===== config.mk =====
export PLATFORM = sky130hd
export DESIGN_NAME = npc_ras_unit
export DESIGN_NICKNAME = d
export VERILOG_FILES = /design/src/rtl/npc_pkg.sv /design/src/rtl/npc_ras.sv /design/src/rtl/npc_ras_unit.sv
export SDC_FILE = /design/constraint.sdc
export NUM_CORES = 1
export LEC_CHECK = 0
export ABC_AREA = 0
export BUFFER_PORTS_ARGS = -buffer_cell sky130_fd_sc_hd__buf_2
export CORE_MARGIN = 1.5
export CORE_UTILIZATION = 25
export DETAILED_ROUTE_END_ITERATION = 10
export GPL_TIMING_DRIVEN = 0
export SYNTH_ARGS = -nofsm -noshare
export SYNTH_HDL_FRONTEND = slang
export SYNTH_SLANG_ARGS = --single-unit

===== constraint.sdc =====
create_clock -name clk -period 6.1 [get_ports clk]
set_input_delay 1.22 -clock clk [delete_from_list [all_inputs] [get_ports clk]]
set_output_delay 1.22 -clock clk [all_outputs]
set_load 0.005 [all_outputs]

===== src/rtl/npc_pkg.sv =====
// Shared encodings and helpers for the next-PC / return-address-stack unit.
// npc_sel decodes into a small control struct so the datapath never re-decodes raw codes.
package npc_pkg;

  localparam logic [2:0] NPC_SEQ  = 3'b000;
  localparam logic [2:0] NPC_J    = 3'b001;
  localparam logic [2:0] NPC_BR   = 3'b010;
  localparam logic [2:0] NPC_JR   = 3'b011;
  localparam logic [2:0] NPC_JAL  = 3'b100;
  localparam logic [2:0] NPC_JALR = 3'b101;
  localparam logic [2:0] NPC_RET  = 3'b110;
  localparam logic [2:0] NPC_RSV  = 3'b111;

  localparam logic [31:0] RESET_PC_DEF = 32'h0000_3000;
  localparam logic [31:0] EXC_VEC_DEF  = 32'h0000_4180;

  typedef enum logic [1:0] {
    SRC_PC4,
    SRC_JUMP,
    SRC_BR,
    SRC_REG
  } npc_src_e;

  typedef struct packed {
    npc_src_e src;
    logic     push;
    logic     pop;
  } npc_ctrl_t;

  function automatic npc_ctrl_t decode_npc_sel(input logic [2:0] sel);
    npc_ctrl_t c;
    c = '{src: SRC_PC4, push: 1'b0, pop: 1'b0};
    unique case (sel)
      NPC_SEQ:  c.src = SRC_PC4;
      NPC_J:    c.src = SRC_JUMP;
      NPC_BR:   c.src = SRC_BR;
      NPC_JR:   c.src = SRC_REG;
      NPC_JAL:  begin c.src = SRC_JUMP; c.push = 1'b1; end
      NPC_JALR: begin c.src = SRC_REG;  c.push = 1'b1; end
      NPC_RET:  begin c.src = SRC_REG;  c.pop  = 1'b1; end
      NPC_RSV:  c.src = SRC_PC4;
    endcase
    return c;
  endfunction

  // Word offset, sign-extended (the previous unit zero-extended it).
  function automatic logic [31:0] br_offset(input logic [15:0] imm16);
    return {{14{imm16[15]}}, imm16, 2'b00};
  endfunction

  function automatic logic [31:0] jump_target(input logic [31:0] pc4,
                                              input logic [25:0] addr26);
    return {pc4[31:28], addr26, 2'b00};
  endfunction

endpackage


===== src/rtl/npc_ras.sv =====
// Circular return-address stack: a full push overwrites the oldest entry,
// a pop on an empty stack leaves pointer and count untouched.
module npc_ras #(
  parameter int DEPTH = 4
) (
  input  logic                     clk,
  input  logic                     reset,
  input  logic                     push,
  input  logic                     pop,
  input  logic [31:0]              push_data,
  output logic [31:0]              top,
  output logic                     valid,
  output logic [$clog2(DEPTH):0]   count
);

  localparam int PW = $clog2(DEPTH);
  localparam int CW = PW + 1;

  logic [31:0]   entry [DEPTH];
  logic [PW-1:0] ptr;
  logic [PW-1:0] top_idx;

  assign top_idx = ptr - 1'b1;
  assign valid   = (count != '0);
  assign top     = valid ? entry[top_idx] : 32'h0;

  // NOTE: sequential state uses non-blocking assignments so every register
  // samples pre-edge values; reset here is synchronous and wins over push/pop.
  always_ff @(posedge clk) begin
    if (reset) begin
      ptr   <= '0;
      count <= '0;
    end else if (push) begin
      ptr <= ptr + 1'b1;
      if (count != CW'(DEPTH)) count <= count + 1'b1;
    end else if (pop && valid) begin
      ptr   <= ptr - 1'b1;
      count <= count - 1'b1;
    end
  end

  // NOTE: the storage array is deliberately not reset; count gates every read,
  // so stale entries are never visible and the array can map to plain RAM/flops.
  always_ff @(posedge clk) begin
    if (push && !reset) entry[ptr] <= push_data;
  end

endmodule


===== src/rtl/npc_ras_unit.sv =====
// PC register, next-PC selection and RET misprediction counter around npc_ras.
// The RAS only predicts: RET always takes rs_val as its next PC.
module npc_ras_unit
  import npc_pkg::*;
#(
  parameter logic [31:0] RESET_PC  = RESET_PC_DEF,
  parameter logic [31:0] EXC_VEC   = EXC_VEC_DEF,
  parameter int          RAS_DEPTH = 4,
  parameter int          CNT_W     = 16
) (
  input  logic                       clk,
  input  logic                       reset,
  input  logic                       stall,
  input  logic                       exc_redirect,
  input  logic [2:0]                 npc_sel,
  input  logic                       br_taken,
  input  logic [15:0]                imm16,
  input  logic [25:0]                addr26,
  input  logic [31:0]                rs_val,
  output logic [31:0]                pc,
  output logic [31:0]                npc,
  output logic [31:0]                link_addr,
  output logic [31:0]                ras_top,
  output logic                       ras_valid,
  output logic [$clog2(RAS_DEPTH):0] ras_count,
  output logic [CNT_W-1:0]           ras_miss_cnt
);

  npc_ctrl_t   ctrl;
  logic [31:0] pc4;
  logic        advance;
  logic        ras_push;
  logic        ras_pop;
  logic        ret_miss;

  assign ctrl      = decode_npc_sel(npc_sel);
  assign pc4       = pc + 32'd4;
  assign link_addr = pc4;

  // NOTE: npc gets a default before the branches so no path leaves it
  // unassigned and no latch is inferred.
  always_comb begin
    npc = pc4;
    if (exc_redirect) begin
      npc = EXC_VEC;
    end else begin
      unique case (ctrl.src)
        SRC_PC4:  npc = pc4;
        SRC_JUMP: npc = jump_target(pc4, addr26);
        SRC_BR:   npc = br_taken ? pc4 + br_offset(imm16) : pc4;
        SRC_REG:  npc = rs_val;
        default:  npc = pc4;
      endcase
    end
  end

  // An exception redirect suppresses any RAS action the same cycle.
  assign advance  = !stall && !exc_redirect;
  assign ras_push = advance && ctrl.push;
  assign ras_pop  = advance && ctrl.pop;
  assign ret_miss = ras_pop && (!ras_valid || (ras_top != rs_val));

  npc_ras #(
    .DEPTH (RAS_DEPTH)
  ) u_ras (
    .clk       (clk),
    .reset     (reset),
    .push      (ras_push),
    .pop       (ras_pop),
    .push_data (link_addr),
    .top       (ras_top),
    .valid     (ras_valid),
    .count     (ras_count)
  );

  always_ff @(posedge clk) begin
    if (reset)       pc <= RESET_PC;
    else if (!stall) pc <= npc;
  end

  always_ff @(posedge clk) begin
    if (reset)
      ras_miss_cnt <= '0;
    else if (ret_miss && (ras_miss_cnt != {CNT_W{1'b1}}))
      ras_miss_cnt <= ras_miss_cnt + 1'b1;
  end

endmodule


# Yosys cells after proc, flatten, opt, wreduce, memory -nomap -nowiden

Memory sizes are Yosys's and may differ from the RTL's.
Index checks and enable logic that the tools add are counted.

$add $sub $neg: 7
Equality and inequality tests: 14
Reductions and logical operators: 21
Multiplexer cells: 14

Operator list:

| kind                                                                  | number |
|---|---|
| 32-bit one-hot mux with 4 select lines                                | 1 |
| 32-bit two-way mux                                                    | 3 |
| 32-bit by 3-bit adder with 32-bit output, second input constant       | 1 |
| 32-bit adder                                                          | 1 |
| 32-bit != test                                                        | 1 |
| 16-bit by 1-bit adder with 16-bit output, second input constant       | 1 |
| 16-bit != test, second input constant                                 | 1 |
| 3-bit equality test, second input constant                            | 4 |
| 3-bit two-way mux                                                     | 3 |
| 2-bit one-hot mux with 4 select lines                                 | 1 |
| 1-bit logical AND                                                     | 7 |
| 3-bit by 2-bit equality test with 1-bit output, second input constant | 2 |
| 2-bit OR reduction                                                    | 3 |
| 2-bit equality test, second input constant                            | 2 |
| 1-bit zero test                                                       | 4 |
| 1-bit two-way mux                                                     | 4 |
| 2-bit two-way mux                                                     | 2 |
| 3-bit by 1-bit adder with 3-bit output, second input constant         | 1 |
| 3-bit by 1-bit equality test with 1-bit output, second input constant | 1 |
| 3-bit zero test                                                       | 1 |
| 3-bit != test, second input constant                                  | 1 |
| 3-bit nonzero test                                                    | 1 |
| 3-bit OR reduction                                                    | 1 |
| 3-bit by 1-bit subtractor with 3-bit output, second input constant    | 1 |
| other kinds (8)                                                       | 8 |

Output and inout bits: 148
Memory bits (writable): 128
Bits of input ports: 82
Bits in registers: 53
Memories kept: 1

Memory list:

| memory      | depth | bits a word | rd ports | clocked after memory_dff | write ports | line          | RTL |
|---|---|---|---|---|---|---|---|
| u_ras.entry | 4     | 32          | 1        | 0                        | 1           | npc_ras.sv:19 | `logic [31:0] entry [DEPTH];` |

# Longest topological paths before layout

Gate-level depths: netlist of the first run.

Word-level depth: 7
Mapped depth: 19
Gate-level depth less buffers: 18

# By module

A second synthesis of the first run with hierarchy kept.

Cell total of the unflattened synthesis: 1000
Area total of the unflattened synthesis: 10776.6 um^2

Modules (own cells, without submodules):

| module       | cells an instance | area an instance (um^2) | times used | sequential area each (um^2) |
|---|---|---|---|---|
| npc_ras_unit | 753               | 5547.8                  | 1          | 960.9 |
| npc_ras      | 247               | 5228.8                  | 1          | 3943.8 |

# Worst setup path after synthesis of the first run

No wires, ideal clock.

Path type: input port to output port
From: in imm16[7]
To: out npc[20]
Path buffers: 0
Stages on the path: 9
Data arrival time: 3.665 ns
Path slack: 1.215 ns
Cells stage by stage: ha_1 a21oi_1 nor2b_1 o21a_1 or4b_2 o21ai_1 o21ai_0 xnor2_1 a2111oi_0

Word-level cells in the longest chain between the ends: 4

Ends and longest elaborated chain:

| item                                   | line               | RTL |
|---|---|---|
| from (decl)                            | npc_ras_unit.sv:17 | `input logic [15:0] imm16,` |
| 32-bit adder                           | npc_ras_unit.sv:50 | `SRC_BR: npc = br_taken ? pc4 + br_offset(imm16) : pc4;` |
| 32-bit two-way mux                     | npc_ras_unit.sv:50 |  |
| 32-bit one-hot mux with 4 select lines | npc_ras_unit.sv:47 | `unique case (ctrl.src)` |
| 32-bit two-way mux                     | npc_ras_unit.sv:44 | `if (exc_redirect) begin` |
| to (decl)                              | npc_ras_unit.sv:21 | `output logic [31:0] npc,` |

No other way between the ends.

# Worst setup path in the final report of the first run

From: reg pc[2]
To: out npc[12]

Word-level cells in the longest chain between the ends: 5

Ends and longest elaborated chain:

| item                                       | line               | RTL |
|---|---|---|
| from (decl)                                | npc_ras_unit.sv:20 | `output logic [31:0] pc,` |
| from (signal assigned)                     | npc_ras_unit.sv:78 | `else if (!stall) pc <= npc;` |
| 32-bit by 3-bit adder with 32-bit output * | npc_ras_unit.sv:37 | `assign pc4 = pc + 32'd4;` |
| 32-bit adder                               | npc_ras_unit.sv:50 |  |
| 32-bit two-way mux                         | npc_ras_unit.sv:50 |  |
| 32-bit one-hot mux with 4 select lines *   | npc_ras_unit.sv:47 |  |
| 32-bit two-way mux *                       | npc_ras_unit.sv:44 |  |

Every way passes the cells marked *; elsewhere a longest branch is shown, timed or not.

==> summary.md, run 1 <==
| Metric | Value |
|---|---|
| Vert. Die Dim | 213 um |
| # DRC | 0 |
| Iter 0 DRT Violations | 1014 |
| Area share of fa/ha/maj cells after synthesis | 5.64% |
| Post-route clock skew | 0.0168 ns |
| Area of all placed cells without fillers | 0.0140 mm^2 |
| Power density normalized to cell area | 215 mW/mm^2 |
| Unrepaired setup endpoints after global routing | true |
| Relative area change from synthesis to final layout | 26.7% |
| Crit path max fanout | 8 |
| Result of the run | finished with violations |
| Setup crit start kind | register |
| CTS clock-pin slew for the worst setup and hold paths | 0.07 ns |
| Worst slew margin | 20.7% |
| Largest voltage drop on the vdd net | 166 uV |
| Count of unique library cells instantiated by Yosys | 66 |
| Total via count in the routed design | 9879 |
| Input/output buffers | 228 |
| Data arrival time at the worst-slack endpoint | 4.96 ns |
| Number of buffers created by CTS | 17 |
| Detailed Route WL | 45.1 mm |
| Worst min path class | register to register |
| Total setup violations reported at the end of the flow | 1 |
| Post-synthesis instance area | 0.0110 mm^2 |
| Vias in the first global route | 9321 |
| Pre-antenna DRT Iters | 6 |
| Synth area leader | sky130_fd_sc_hd__edfxtp_1 |
| Core outline area | 0.0434 mm^2 |
| TritonCTS clock tree | built |
| Sequential-to-total area share from yosys stat | 44.4% |
| FP Rows | 76 |
| Dominant combinational cell family by area after synthesis | simple AND/OR/NAND/NOR gates |
| Violated checks | setup timing |
| Share of the synthesized area in compound gates (AO/OA/AOI/OAI) | 14.8% |
| Leakage Power | 5.58 nW |
| Crit path required time | 4.88 ns |
| Yosys warns | 0 |
| Largest cells by area after synthesis | sky130_fd_sc_hd__edfxtp_1 (35%), sky130_fd_sc_hd__dfxtp_1 (9.6%), sky130_fd_sc_hd__mux4_2 (6.5%) |
| Post-layout worst setup margin | -0.0797 ns |
| Number of nets in the layout | 1446 |
| Initial core utilization | 25.5% |
| Maximum buffer depth of the clock tree | 2 |
| Xor and xnor area share after synthesis | 7.06% |
| Number of synthesized flops with an enable pin | 128 |
| Die X-Extent | 213 um |
| Proportion of synthesized flip-flops having asynchronous set or reset | 0% |
| Average routed wire per standard cell | 23.5 um |
| Part of the cycle the worst path needs | 101% |
| Mean instance size in the synthesized netlist | 10.3 um^2 |
| Antenna violations before repair | 3 |
| Wire length of the first global-routing pass | 62.7 mm |
| Setup slack after placement | -0.675 ns |
| Worst Hold Slack | 0.499 ns |
| Reported max-cap violation count | 0 |
| Number of flip-flops and latches in the synthesized netlist | 181 |
| H-tree level count | 4 |
| Pins over their slew limit | 0 |
| Total global routing overflow | 0 |
| Critical path class | register to primary output |
| Overall global routing resource usage | 19.4% |
| Final Critical Period | 6.18 ns |
| Clock root buffer | sky130_fd_sc_hd__clkbuf_16 |
| DP Wirelength | 35.7 mm |
| # clock sinks | 181 |
| Count of pins on the block boundary | 230 |
| Number of instances in the synthesized netlist | 1068 |
| Pin count of the biggest net entering global routing | 33 |
| Basic-gate share of the synthesized area counting and, or, nand and nor cells | 15.3% |
| Ratio of cells with drive above 1 in the final layout | 28.0% |
| Total placed instance area | 0.0130 mm^2 |
| Syn Nets | 1193 |
| Hold Fails Final Rpt | 0 |
| Max Clk Rate | 0.162 GHz |
| Post-route antenna net violation count | 0 |
| Crit path capture type | primary output |
| Filler cell count in the final layout | 4571 |
| Top-area cell type share of the netlist area | 34.8% |
| Clock latency at the later pin of the worst-skew pair | 0.44 ns |
| Measured slew at the worst slew-check pin | 1.18 ns |
| Post-synthesis mux area share | 9.41% |
| Area enclosed by the die boundary | 0.0455 mm^2 |
| Final weighted congestion in routability-driven placement | 0.928 |
| Main flop type after synthesis | sky130_fd_sc_hd__edfxtp_1 |
| Detail-routed via count per cell | 5.14 |
==> final timing paths <==
kind / end / slack, ns / startpoint / depth (start not counted)
worst max register to register: ras_miss_cnt[8] / 1.15 / u_ras.ptr[0] / 16
worst min register to register: pc[26] / 0.50 / pc[26] / 2
worst min-delay path: pc[26] / 0.50 / pc[26] / 2
worst max-delay path: npc[12] / -0.08 / pc[2] / 12
==> through the flow <==
stage	util [%]	TNS (ns)	power, mW	instances
finish	32.3	-0.0797	3.01	1922
global route	32.3	-0.0839	3.11	1920
CTS	31.9	0	3.01	1919
detailed placement	30.0	-0.954	1.89	1885
global placement	29.8	-0.629	1.89	1881
floorplan	-	0	1.66	1068
==> report_power, final <==
group / switching (mW) / leakage [nW] / internal (mW) / total (mW)
sequential: 0.0220 / 1.60 / 1.33 / 1.35
combinational: 0.346 / 3.70 / 0.205 / 0.551
clock: 0.503 / 0.279 / 0.608 / 1.11
total: 0.870 / 5.58 / 2.14 / 3.01
==> sequential cells by signal, summed over array words and instances, names as in the netlist <==
signal,count
u_ras.entry,128
pc,32
u_ras.count,3
u_ras.ptr,2
ras_miss_cnt,16
==> worst max-delay path: stages, from the launching register on <==
cell,delay (ns)
sky130_fd_sc_hd__dfxtp_1,0.44
sky130_fd_sc_hd__ha_2,0.26
sky130_fd_sc_hd__xor2_1,0.73
sky130_fd_sc_hd__ha_1,0.43
sky130_fd_sc_hd__nor2b_1,0.15
sky130_fd_sc_hd__o21ai_0,0.21
sky130_fd_sc_hd__a21oi_1,0.14
sky130_fd_sc_hd__o21a_1,0.25
sky130_fd_sc_hd__or3_1,0.40
sky130_fd_sc_hd__xor2_1,0.20
sky130_fd_sc_hd__a211oi_1,0.10
sky130_fd_sc_hd__a2111oi_0,0.94
sky130_fd_sc_hd__buf_2,0.26
==> kinds of logic (layout without fill, tap and decap cells) <==
kind of cell | Yosys count | in the layout
buffers and inverters | 89 | 355
muxes | 63 | 63
xor gates and xnor gates | 89 | 89
adders and majority gates | 50 | 50
DFF | 181 | 181
other | 0 | 3
AOI/OAI and AO/OA | 256 | 256
and+or+nand+nor | 340 | 340
==> layer usage <==
layer / global-route usage [%] / up-vias / routed length (um)
met4: 8.06 / 4 / 1640
met2: 31.1 / 487 / 20800
met3: 3.87 / 86 / 4230
met1: 25.6 / 4786 / 18400
met5: 0 / - / 27
li1: - / 4516 / -
==> layout by cell type (no fill, tap or decap), types with 7 or more instances in the layout <==
cell                        instances
sky130_fd_sc_hd__clkbuf_1          37
sky130_fd_sc_hd__and2_1            30
sky130_fd_sc_hd__dfxtp_1           48
sky130_fd_sc_hd__inv_1             33
sky130_fd_sc_hd__nor2b_1           10
sky130_fd_sc_hd__and3_1             9
sky130_fd_sc_hd__nand2b_1           8
sky130_fd_sc_hd__a211o_1            7
sky130_fd_sc_hd__xnor2_1           31
sky130_fd_sc_hd__o21ai_0           55
sky130_fd_sc_hd__nand3_1           18
sky130_fd_sc_hd__buf_4              8
sky130_fd_sc_hd__a21o_1            17
sky130_fd_sc_hd__or3_1             11
sky130_fd_sc_hd__buf_2            232
sky130_fd_sc_hd__a211oi_1           8
sky130_fd_sc_hd__nor4_1            12
sky130_fd_sc_hd__clkbuf_16         17
sky130_fd_sc_hd__a21oi_1           77
sky130_fd_sc_hd__nand4_1           21
sky130_fd_sc_hd__mux4_2            32
sky130_fd_sc_hd__nand2_1           83
sky130_fd_sc_hd__mux2i_1           24
sky130_fd_sc_hd__nor2_1            93
sky130_fd_sc_hd__a22oi_1            7
sky130_fd_sc_hd__edfxtp_1         128
sky130_fd_sc_hd__o22ai_1           10
sky130_fd_sc_hd__xor2_1            39
sky130_fd_sc_hd__ha_1              38
sky130_fd_sc_hd__maj3_1             7
sky130_fd_sc_hd__nor3_1            15
sky130_fd_sc_hd__a31oi_1            9
==> Yosys cell counts, drive strengths merged, types with 17 or more instances <==
cell type,n
a21oi,77
ha,41
a21o,17
o21ai,58
nand2,83
nand3,19
and2,34
xor2,48
mux2i,24
mux4,32
clkbuf,39
edfxtp,128
dfxtp,53
nand4,21
nor2,97
inv,35
xnor2,41
==> cell type report <==
type | count | area (um^2) | area share [%]
Clock inverter | 14 | 153 | 1.09
Buffer | 51 | 230 | 1.64
Antenna cell | 3 | 7.51 | 0.0536
Sequential cell | 181 | 4910 | 35.1
Timing Repair Buffer | 237 | 1260 | 8.99
Inverter | 35 | 131 | 0.939
Tap cell | 585 | 732 | 5.23
Multi-Input combinational cell | 798 | 6140 | 43.9
Clock buffer | 18 | 429 | 3.07
==> what timing repair did <==
item	CTS	global route
cloned	0	0
endpoints found under the setup margin	14	13
pin swaps	2	1
hold buffers	0	0
gates resized for setup	35	28
setup buffers	3	2
Power figures use the tool's default switching activity.
==> run 2: changes to the inputs <==
Clock period 6.1 ns to 7.5 ns, I/O delays scaled along.
==> summary.md, run 2 (same netlist as run 1, synthesis figures left out) <==
| Metric | Value |
|---|---|
| Post-route clock skew | 0.0173 ns |
| Reported max-cap violation count | 0 |
| Iter 0 DRT Violations | 981 |
| Crit path max fanout | 7 |
| Part of the cycle the worst path needs | 97.8% |
| Critical path class | register to primary output |
| Initial core utilization | 25.5% |
| Pins over their slew limit | 0 |
| Average routed wire per standard cell | 23.4 um |
| Setup fix buffers added after clock tree synthesis | 0 |
| Pin count of the biggest net entering global routing | 33 |
| Unrepaired setup endpoints after global routing | false |
| Ratio of cells with drive above 1 in the final layout | 24.2% |
| Series of cell instances along the critical path | and4_1, nand4_1, xnor2_1, ha_1, nor2b_1, o21a_1, or4b_2, o21ai_1, o21ai_0, xnor2_1, a2111oi_1, buf_2 |
| Total global routing overflow | 0 |
| # DRC | 0 |
| Hold Fails Final Rpt | 0 |
| Cell type with the highest occurrence count on the critical path | sky130_fd_sc_hd__xnor2_1 |
| Pre-antenna DRT Iters | 6 |
| Post-route antenna net violation count | 0 |
| Final Critical Period | 7.34 ns |
| Setup slack after placement | 0.445 ns |
| FP Rows | 76 |
| Commonest non-fill, non-tap cells in the layout | sky130_fd_sc_hd__buf_2 (232), sky130_fd_sc_hd__edfxtp_1 (128), sky130_fd_sc_hd__nor2_1 (96) |
| Vert. Die Dim | 213 um |
| # clock sinks | 181 |
| Reg-to-Reg Start | pc[4] |
| Biggest regs | u_ras.entry: 128 flops, pc: 32 flops, ras_miss_cnt: 16 flops |
| Number of nets in the layout | 1444 |
| Crit path capture type | primary output |
| Largest voltage drop on the vdd net | 136 uV |
| Clock root buffer | sky130_fd_sc_hd__clkbuf_16 |
| Leakage Power | 5.45 nW |
| Largest register FFs | 128 |
| Vias in the first global route | 9297 |
| Delay of the slowest cell on the worst path | 1.05 ns |
| Setup crit start kind | register |
| Number of buffers created by CTS | 17 |
| Most frequent standard cell in the layout excluding fill and tap cells | sky130_fd_sc_hd__buf_2 |
| Final weighted congestion in routability-driven placement | 0.928 |
| Total via count in the routed design | 9839 |
| Clock latency at the later pin of the worst-skew pair | 0.44 ns |
| Worst min path class | register to register |
| Data arrival time at the worst-slack endpoint | 5.84 ns |
| Detailed Route WL | 44.9 mm |
| Critical Path Sink | npc[20] |
| Input/output buffers | 228 |
| Library cell contributing the largest single delay on the critical path | sky130_fd_sc_hd__a2111oi_1 |
| H-tree level count | 4 |
| Wire length of the first global-routing pass | 62.4 mm |
| Worst slew margin | 11.0% |
| Detail-routed via count per cell | 5.12 |
| Core outline area | 0.0434 mm^2 |
| Post-layout worst setup margin | 0.164 ns |
| Worst setup path startpoint | pc[4] |
| Worst Hold Slack | 0.502 ns |
| Crit path required time | 6.00 ns |
| CTS clock-pin slew for the worst setup and hold paths | 0.07 ns |
| Total setup violations reported at the end of the flow | 0 |
| TritonCTS clock tree | built |
| Die X-Extent | 213 um |
| Overall global routing resource usage | 19.3% |
| Count of pins on the block boundary | 230 |
| Most flop-heavy register | u_ras.entry |
| R2R Path End | pc[20] |
| Filler cell count in the final layout | 4607 |
| DP Wirelength | 35.7 mm |
| Area enclosed by the die boundary | 0.0455 mm^2 |
| Power density normalized to cell area | 179 mW/mm^2 |
| Max Clk Rate | 0.136 GHz |
| Measured slew at the worst slew-check pin | 1.33 ns |
| R2R Setup Slk | 2.02 ns |
| Result of the run | finished, final reports clean |
| Cell depth of the worst flop-to-flop path | 13 |
| Number of hold buffers added after cts | 0 |
| Final total negative setup slack | 0 ns |
| Relative area change from synthesis to final layout | 23.1% |
| Maximum buffer depth of the clock tree | 2 |
| Antenna violations before repair | 3 |
-- run 2: final cells by class --
| type | count | area [um^2] | share of cell area (%) |
|---|---|---|---|
| inverters | 35 | 131 | 0.966 |
| plain buffers | 54 | 241 | 1.78 |
| repair buffers | 232 | 1220 | 8.98 |
| multi-input cells | 798 | 5780 | 42.5 |
| clock inverters | 14 | 153 | 1.12 |
| well taps | 585 | 732 | 5.38 |
| diodes | 3 | 7.51 | 0.0552 |
| flip-flops and latches | 181 | 4900 | 36.1 |
| clock buffers | 18 | 429 | 3.16 |
-- run 2: repair_timing --
action / CTS / global route
resized for setup: 1 / 1
gates cloned: 0 / 0
setup endpoints to repair: 1 / 1
-- run 2: critical path, delay by kind of cell (launching register included) --
family,cells,cell delay (ns)
AO/OA/AOI/OAI,4,1.80
AND/OR/NAND/NOR,4,1.46
XOR/XNOR,2,0.95
flip-flops,1,0.46
adder cells (fa/ha/maj),1,0.44
buffers and inverters,1,0.26
-- run 2: how the worst min path moves through the flow --
stage,endpoint,cells after the start,start
3_3_place_gp,pc[31],2,pc[31]
5_1_grt,pc[21],2,pc[21]
6_report,pc[26],2,pc[26]
3_5_place_dp,pc[26],2,pc[26]
2_1_floorplan,pc[26],2,pc[26]
4_1_cts,pc[26],2,pc[26]
-- run 2: metrics by stage --
step	utilization (%)	power (mW)	area (um^2)	instances
after global routing	31.4	2.51	13600	1918
after detailed placement	30.0	1.54	13000	1885
after floorplan	-	1.35	11000	1068
after CTS	31.3	2.44	13600	1917
after global placement	29.8	1.54	12900	1881
final	31.4	2.43	13600	1920
-- run 2: per-layer routing --
metal	wire, um	vias to the layer above	global-route usage [%]
li1	-	4513	-
met1	18900	4772	25.2
met2	20700	465	30.8
met3	3690	85	4.29
met4	1610	4	8.33
met5	27	-	0
-- run 2: power breakdown --
part           total [mW]  leakage (nW)  internal (mW)  switching, mW
clock               0.904         0.279          0.495          0.410
sequential           1.09          1.60           1.08         0.0148
combinational       0.432          3.58          0.157          0.275
